===== config.mk =====
export PLATFORM = sky130hd
export DESIGN_NAME = maxnet_sequencer
export DESIGN_NICKNAME = d
export VERILOG_FILES = /design/src/rtl/maxnet_sequencer.sv
export SDC_FILE = /design/constraint.sdc
export NUM_CORES = 1
export LEC_CHECK = 0
export ABC_AREA = 1
export BUFFER_PORTS_ARGS = -buffer_cell sky130_fd_sc_hd__buf_2
export CAP_MARGIN = 20
export CORE_ASPECT_RATIO = 0.7
export CORE_MARGIN = 8
export CORE_UTILIZATION = 40
export CTS_BUF_LIST = sky130_fd_sc_hd__clkbuf_16
export DETAILED_ROUTE_END_ITERATION = 6
export MAX_ROUTING_LAYER = met4
export PLACE_DENSITY = 0.53
export SYNTH_ARGS = -nofsm -noshare
export SYNTH_HDL_FRONTEND = slang
export SYNTH_SLANG_ARGS = --single-unit
export TNS_END_PERCENT = 1

===== constraint.sdc =====
create_clock -name clk -period 14.7 [get_ports clk]
set_input_delay 1.47 -clock clk [delete_from_list [all_inputs] [get_ports clk]]
set_output_delay 1.47 -clock clk [all_outputs]
set_load 0.02 [all_outputs]

===== src/rtl/maxnet_sequencer.sv =====
// Maxnet winner-take-all sequencer: loads N activations from a combinational-read
// memory, iterates lateral inhibition until one/zero survivors or the limit, reports.
module maxnet_sequencer #(
  parameter int N         = 4,
  parameter int DW        = 4,
  parameter int FRAC      = 4,
  parameter int EPS_SHIFT = 3,
  parameter int MAX_ITER  = 15
) (
  input  logic                          clk,
  input  logic                          rst,
  input  logic                          start,
  output logic [$clog2(N)-1:0]          mem_addr,
  input  logic [DW-1:0]                 mem_data,
  output logic                          busy,
  output logic                          done,
  output logic                          winner_valid,
  output logic                          timeout,
  output logic [$clog2(N)-1:0]          winner_idx,
  output logic [DW+FRAC-1:0]            winner_act,
  output logic [$clog2(MAX_ITER+1)-1:0] iter_count
);

  localparam int AW   = DW + FRAC;
  localparam int IW   = $clog2(N);
  localparam int CW   = $clog2(MAX_ITER + 1);
  localparam int SW   = AW + $clog2(N);
  localparam int NZW  = $clog2(N + 1);

  typedef enum logic [2:0] {
    S_IDLE  = 3'd0,
    S_LOAD  = 3'd1,
    S_CHECK = 3'd2,
    S_ITER  = 3'd3,
    S_DONE  = 3'd4
  } state_t;

  state_t          state_q, state_d;
  logic [IW-1:0]   load_idx_q, load_idx_d;
  logic [AW-1:0]   act_q [N];
  logic [AW-1:0]   act_d [N];
  logic [CW-1:0]   iter_q, iter_d;
  logic            busy_q, busy_d;
  logic            done_q, done_d;
  logic            wvalid_q, wvalid_d;
  logic            tmo_q, tmo_d;
  logic [IW-1:0]   widx_q, widx_d;
  logic [AW-1:0]   wact_q, wact_d;

  logic [SW-1:0]   sum_s;
  logic [NZW-1:0]  nz_cnt_s;
  logic [IW-1:0]   nz_idx_s;
  logic [SW-1:0]   inh_s [N];
  logic [AW-1:0]   upd_s [N];

  // Population statistics: total activation, survivor count, last survivor index.
  always_comb begin
    sum_s    = '0;
    nz_cnt_s = '0;
    nz_idx_s = '0;
    for (int i = 0; i < N; i++) begin
      sum_s = sum_s + SW'(act_q[i]);
      if (act_q[i] != '0) begin
        nz_cnt_s = nz_cnt_s + NZW'(1);
        nz_idx_s = IW'(i);
      end else begin
        nz_cnt_s = nz_cnt_s;
      end
    end
  end

  // One inhibition step per neuron; the compare guarantees the ReLU floor never wraps.
  always_comb begin
    for (int i = 0; i < N; i++) begin
      inh_s[i] = (sum_s - SW'(act_q[i])) >> EPS_SHIFT;
      if (inh_s[i] >= SW'(act_q[i])) begin
        upd_s[i] = '0;
      end else begin
        upd_s[i] = act_q[i] - inh_s[i][AW-1:0];
      end
    end
  end

  // Next-state and datapath control.
  always_comb begin
    state_d    = state_q;
    load_idx_d = load_idx_q;
    iter_d     = iter_q;
    wvalid_d   = wvalid_q;
    tmo_d      = tmo_q;
    widx_d     = widx_q;
    wact_d     = wact_q;
    for (int i = 0; i < N; i++) begin
      act_d[i] = act_q[i];
    end

    case (state_q)
      S_IDLE: begin
        if (start) begin
          state_d    = S_LOAD;
          load_idx_d = '0;
          iter_d     = '0;
          wvalid_d   = 1'b0;
          tmo_d      = 1'b0;
          widx_d     = '0;
          wact_d     = '0;
        end else begin
          state_d = S_IDLE;
        end
      end
      S_LOAD: begin
        act_d[load_idx_q] = {mem_data, {FRAC{1'b0}}};
        if (load_idx_q == IW'(N - 1)) begin
          // Return the address to 0 so mem_addr idles at 0 outside LOAD.
          load_idx_d = '0;
          state_d    = S_CHECK;
        end else begin
          load_idx_d = load_idx_q + IW'(1);
        end
      end
      S_CHECK: begin
        if (nz_cnt_s == NZW'(1)) begin
          state_d  = S_DONE;
          wvalid_d = 1'b1;
          tmo_d    = 1'b0;
          widx_d   = nz_idx_s;
          wact_d   = act_q[nz_idx_s];
        end else if (nz_cnt_s == NZW'(0)) begin
          state_d  = S_DONE;
          wvalid_d = 1'b0;
          tmo_d    = 1'b0;
          widx_d   = '0;
          wact_d   = '0;
        end else if (iter_q == CW'(MAX_ITER)) begin
          state_d  = S_DONE;
          wvalid_d = 1'b0;
          tmo_d    = 1'b1;
          widx_d   = '0;
          wact_d   = '0;
        end else begin
          state_d = S_ITER;
        end
      end
      S_ITER: begin
        for (int i = 0; i < N; i++) begin
          act_d[i] = upd_s[i];
        end
        iter_d  = iter_q + CW'(1);
        state_d = S_CHECK;
      end
      S_DONE: begin
        state_d = S_IDLE;
      end
      default: begin
        state_d = S_IDLE;
      end
    endcase

    busy_d = (state_d != S_IDLE);
    done_d = (state_d == S_DONE);
  end

  // State and result registers with asynchronous reset.
  always_ff @(posedge clk or posedge rst) begin
    if (rst) begin
      state_q    <= S_IDLE;
      load_idx_q <= '0;
      iter_q     <= '0;
      busy_q     <= 1'b0;
      done_q     <= 1'b0;
      wvalid_q   <= 1'b0;
      tmo_q      <= 1'b0;
      widx_q     <= '0;
      wact_q     <= '0;
      for (int i = 0; i < N; i++) begin
        act_q[i] <= '0;
      end
    end else begin
      state_q    <= state_d;
      load_idx_q <= load_idx_d;
      iter_q     <= iter_d;
      busy_q     <= busy_d;
      done_q     <= done_d;
      wvalid_q   <= wvalid_d;
      tmo_q      <= tmo_d;
      widx_q     <= widx_d;
      wact_q     <= wact_d;
      for (int i = 0; i < N; i++) begin
        act_q[i] <= act_d[i];
      end
    end
  end

  assign mem_addr     = load_idx_q;
  assign busy         = busy_q;
  assign done         = done_q;
  assign winner_valid = wvalid_q;
  assign timeout      = tmo_q;
  assign winner_idx   = widx_q;
  assign winner_act   = wact_q;
  assign iter_count   = iter_q;

endmodule


**Yosys cells after proc, flatten, opt, wreduce, memory -nomap -nowiden**

Index checks and enable logic that the tools add are counted.

- Order comparisons: 7
- Multiplexer cells: 47
- Equal/unequal tests: 9
- Add/subtract/negate cells: 16
- Bitwise operators: 2
- Reductions and logical operators: 15

Operators with widths:

| operator | number |
|---|---|
| two-way mux 8 bit | 11 |
| one-hot mux 32 bit (2 select lines) | 1 |
| subtractor 10 x 8 -> 10 bit | 4 |
| bitwise mux 32 bit | 1 |
| >= comparator 7 x 8 -> 1 bit | 4 |
| nonzero test 8 bit | 4 |
| subtractor 8 x 7 -> 8 bit | 4 |
| two-way mux 3 bit | 7 |
| binary-select mux 8 bit (select 2 bit) | 1 |
| demux 8 bit (select 2 bit) | 1 |
| one-hot mux 8 bit (2 select lines) | 1 |
| two-way mux 2 bit | 7 |
| one-hot mux 3 bit (4 select lines) | 1 |
| adder 10 x 8 -> 10 bit | 1 |
| adder 9 x 8 -> 10 bit | 1 |
| two-way mux 1 bit | 10 |
| adder 3 x 1 -> 3 bit (second input constant) | 3 |
| adder 8 x 8 -> 9 bit | 1 |
| one-hot mux 2 bit (2 select lines) | 2 |
| one-hot mux 4 bit (2 select lines) | 1 |
| nonzero test 2 bit | 4 |
| equality test 3 x 1 -> 1 bit (second input constant) | 2 |
| equality test 3 x 2 -> 1 bit (second input constant) | 2 |
| >= comparator 3 bit (second input constant) | 2 |
| 16 further kinds | 20 |

- Word-level logic and storage cells: 109
- Register bits: 55
- Bits of input ports: 7

**Depth between registers and ports, before layout**

- Depth after elaboration: 13
- Gate-level depth with buffers: 28

**Worst setup path before layout**

OpenSTA, ideal clock, no wires.

- Kind: reg-to-reg
- Start: register act_q[1] in the netlist's numbering
- End: register act_q[4] in the netlist's numbering
- Data required time: 14.577 ns
- Stages on the path, launching flop included: 26
- Clock period less this slack: 4.732 ns
- Arrival: 4.609 ns
- Library setup time: 0.123 ns
- Buffers on the path: 0
- Path slack: 9.968 ns
- Cell sequence: dfrtp_1 inv_1 fa_1 fa_1 inv_1 ha_1 inv_1 fa_1 o21ai_0 xnor2_1 inv_1 ha_1 nand2_1 o21ai_0 a21o_1 nand2_1 nand2_1 xnor2_1 ha_1 a21oi_1 o21a_1 nand2_1 nand3_1 nor2_1 o21ai_0 nand2_1

- Longest elaborated chain between the ends: 5

RTL lines:

| element | line | source |
|---|---|---|
| start, declared | 40 | `logic [AW-1:0] act_q [N];` |
| start signal, assigned by index | 189 | `act_q[i] <= act_d[i];` |
| adder 10 x 8 -> 10 bit | 62 | `sum_s = sum_s + SW'(act_q[i]);` |
| subtractor 10 x 8 -> 10 bit | 75 | `inh_s[i] = (sum_s - SW'(act_q[i])) >> EPS_SHIFT;` |
| subtractor 8 x 7 -> 8 bit / >= comparator 7 x 8 -> 1 bit (equally long branches) | 79, 76 |  |
| two-way mux 8 bit * | 76 | `if (inh_s[i] >= SW'(act_q[i])) begin` |
| one-hot mux 32 bit (2 select lines) * | 97 | `case (state_q)` |

Mark *: on every way between the ends. The rest lies on a longest branch, timed or not.
A chain may end at the register's enable or synchronous reset.

**Worst setup path in the final report**

- Start: register act_q[17] in the netlist's numbering
- End: register act_q[29] in the netlist's numbering

- Longest elaborated chain between the ends: 7

RTL lines:

| element | line |
|---|---|
| adder 8 x 8 -> 9 bit * | 62 |
| adder 9 x 8 -> 10 bit * | 62 |
| adder 10 x 8 -> 10 bit * | 62 |
| subtractor 10 x 8 -> 10 bit * | 75 |
| subtractor 8 x 7 -> 8 bit / >= comparator 7 x 8 -> 1 bit (equally long branches) | 79, 76 |
| two-way mux 8 bit * | 76 |
| one-hot mux 32 bit (2 select lines) * | 97 |

Marks and branches as above.

==> impl_metrics.yaml <==
clock_tree:
  root_buffer: "clkbuf_16"
  clockBufferDepth: 2
  htreeDepth: 2
  cts_hold_buf: 0
  cts_num_sinks: 55
  clkTransAtPathRegs_ns: 0.08
  cts_tree: "yes"
  insertion_delay_ns: 0.30
  cts_buffers: 5
  cts_resized: 0
  cts_setup_buffers: 0
yosys:
  synthesis.area_mm2: 0.006116
  muxShareOfSynthArea_pct: 0
  syn-mean-instance-area_um2: 7.120
  ys_types: 42
  synth_top_family_by_area: "simple AND/OR/NAND/NOR gates"
  syn_inst: 859
  netlist_top_cells_area: "dfrtp_1, ha_1, nand2_1"
  synth_edf_count: 0
  ys_async_sr_fraction_pct: 100.0
  seq_area_frac_synth_pct: 22.50
  yosys.area_share.adder_pct: 22.30
  synth-xor-area-share_pct: 5.155
  syn_nets: 963
  synth-simple-area-share_pct: 29.13
  ys_ff_latch: 55
  synth.top_cell.area_share_pct: 22.50
  ys_warn_count: 0
  post-synth-top-area-cell: "dfrtp_1"
  ys.flop_type: "dfrtp_1"
  synth_compound_area_share_pct: 11.31
routing:
  wirelength_mm: 19.16
  post-route-drc-count: 0
  drtIter0Drc: 390
  viasPerCell: 5.306
  antenna_left: 0
  wl_per_cell_um: 17.69
  drt_first_pass_iters: 5
  routed-via-count: 5746
timing:
  fmax_mhz: 170.1
  rsz0062_at_grt: "false"
  fin_crit_sh_pct: 40.00
  finalCriticalPeriod_ns: 5.879
  skew_ns: 0.005157
  tightest_slew_ns: 0.8441
  setup_viol_count_final: 0
  tns_ns: 0
  fin_hold_ws_ns: 0.4671
  drv_slew: 0
  max_slew_margin_pct: 43.67
  hold_viol: 0
floorplan:
  design.die.area_mm2: 0.01957
  pin_count: 27
  initial_core_util_pct: 41.28
  core_area_mm2: 0.01481
  rows: 37
  die_x_um: 163.8
  fp.dieH_um: 119.5
setup_path:
  crit_top_cell: "inv_1"
  reg2regPathDepth: 22
  crit_path_max_fanout: 6
  required_ns: 14.93
  crit_chain: "inv_1, fa_1, fa_1, inv_1, ha_1, inv_1, fa_1, xnor2_1, ha_1, a21oi_1, nand2_1, or2_2, nand2_1, inv_1, fa_1, o21ai_1, nand2_1, nand2_1, nand3_1, inv_1, nand3_1, a21oi_1"
  start_kind: "register"
  slowest_stage: "xnor2_1"
  max_stage_delay_ns: 0.69
  r2r_slack_ns: 8.82
  crit_type: "reg -> reg"
  crit_arrival_ns: 6.11
  crit_path_end_kind: "register"
global_route:
  grt_pass1_wl_mm: 30.45
  grt_overflow: 0
  grt_use_total_pct: 20.53
  grt_max_degree: 56
  grt_pass1_vias: 5446
  antenna_found_initial: 0
place:
  gp_congestion: 0.9139
  place_hpwl_mm: 15.75
  post-place-cells: 1075
  numPortBuffers: 26
finish:
  drive_gt1_share_pct: 7.995
  area_growth_syn_to_layout_pct: 7.774
  fillCellCount: 1554
  n_antenna_cell: 0
  final_cells: 1083
  layout_common_cells: "nand2_1, inv_1, ha_1"
  final_core_util_pct: 44.49
  nets: 991
  final_common_cell: "nand2_1"
run_status:
  status: "finished, final reports clean"
hold_path:
  worstHoldPathType: "reg -> reg"
  min_path_cells: 2
run:
  max-cap-violations: 0
## layer usage
layer,vias to the layer above,part of all wire (%),global-route usage (%)
li1,2855,-,-
met1,2713,52,30.42
met2,160,39,27.11
met3,18,7.5,4.990
met4,0,1.5,4.700
met5,-,0,-
## Yosys cell counts, drive strengths merged (6+ instances only)
cell type    n
o21a         8
buf          6
nand2      230
o22ai       17
xnor2       23
fa          20
xor2        13
inv        140
nor2        64
a21oi       56
dfrtp       55
ha          77
nand4       23
nand3       55
or2         14
o21ai       26
## stage by stage
stage          cell area (µm²)  setup WS (ns)
2_1_floorplan             6116          9.968
3_3_place_gp              6450          8.972
3_5_place_dp              6450          8.954
4_1_cts                   6591          8.926
5_1_grt                   6591          8.542
6_report                  6591          8.821
## logic make-up (layout without fill, tap and decap cells)
| kind of cell | after synthesis | after routing |
|---|---|---|
| AO/OA/AOI/OAI | 123 | 123 |
| XOR/XNOR | 36 | 36 |
| adder cells (fa/ha/maj) | 97 | 97 |
| buffers and inverters | 148 | 177 |
| flip-flops | 55 | 55 |
| AND/OR/NAND/NOR | 400 | 400 |
## path summary, 6_finish.rpt
path | to | start
max | act_q[29] | act_q[17]
min | winner_act[4] | winner_act[4]
max reg2reg | act_q[29] | act_q[17]
min reg2reg | winner_act[4] | winner_act[4]
max in group asynchronous | act_q[23] | rst
min in group asynchronous | winner_act[1] | rst
## registers in the layout (all words and copies together) (netlist names)
name / cells
winner_idx: 2
mem_addr: 2
state_q: 3
iter_count: 4
done: 1
busy: 1
winner_valid: 1
act_q: 32
winner_act: 8
timeout: 1
## critical path, delay by kind of cell, from the launching register on
kind / cells / cell delay (ns)
adders and majority gates: 6 / 2.45
and+or+nand+nor: 7 / 1.00
xor gates and xnor gates: 1 / 0.69
buffers and inverters: 5 / 0.62
AOI/OAI and AO/OA: 3 / 0.62
DFF: 1 / 0.44
## layout make-up
cell class,count,area (µm²),area share (%)
clock inverters,3,16.27,0.2468
clock buffers,5,125.1,1.898
multi-input cells,656,4153,63.00
repair buffers,28,145.1,2.202
inverters,141,531.8,8.068
well taps,195,244.0,3.702
flip-flops and latches,55,1376,20.88
Power is not shown: default switching activity piles up to over one toggle a cycle in this logic, so the estimate is an artifact.
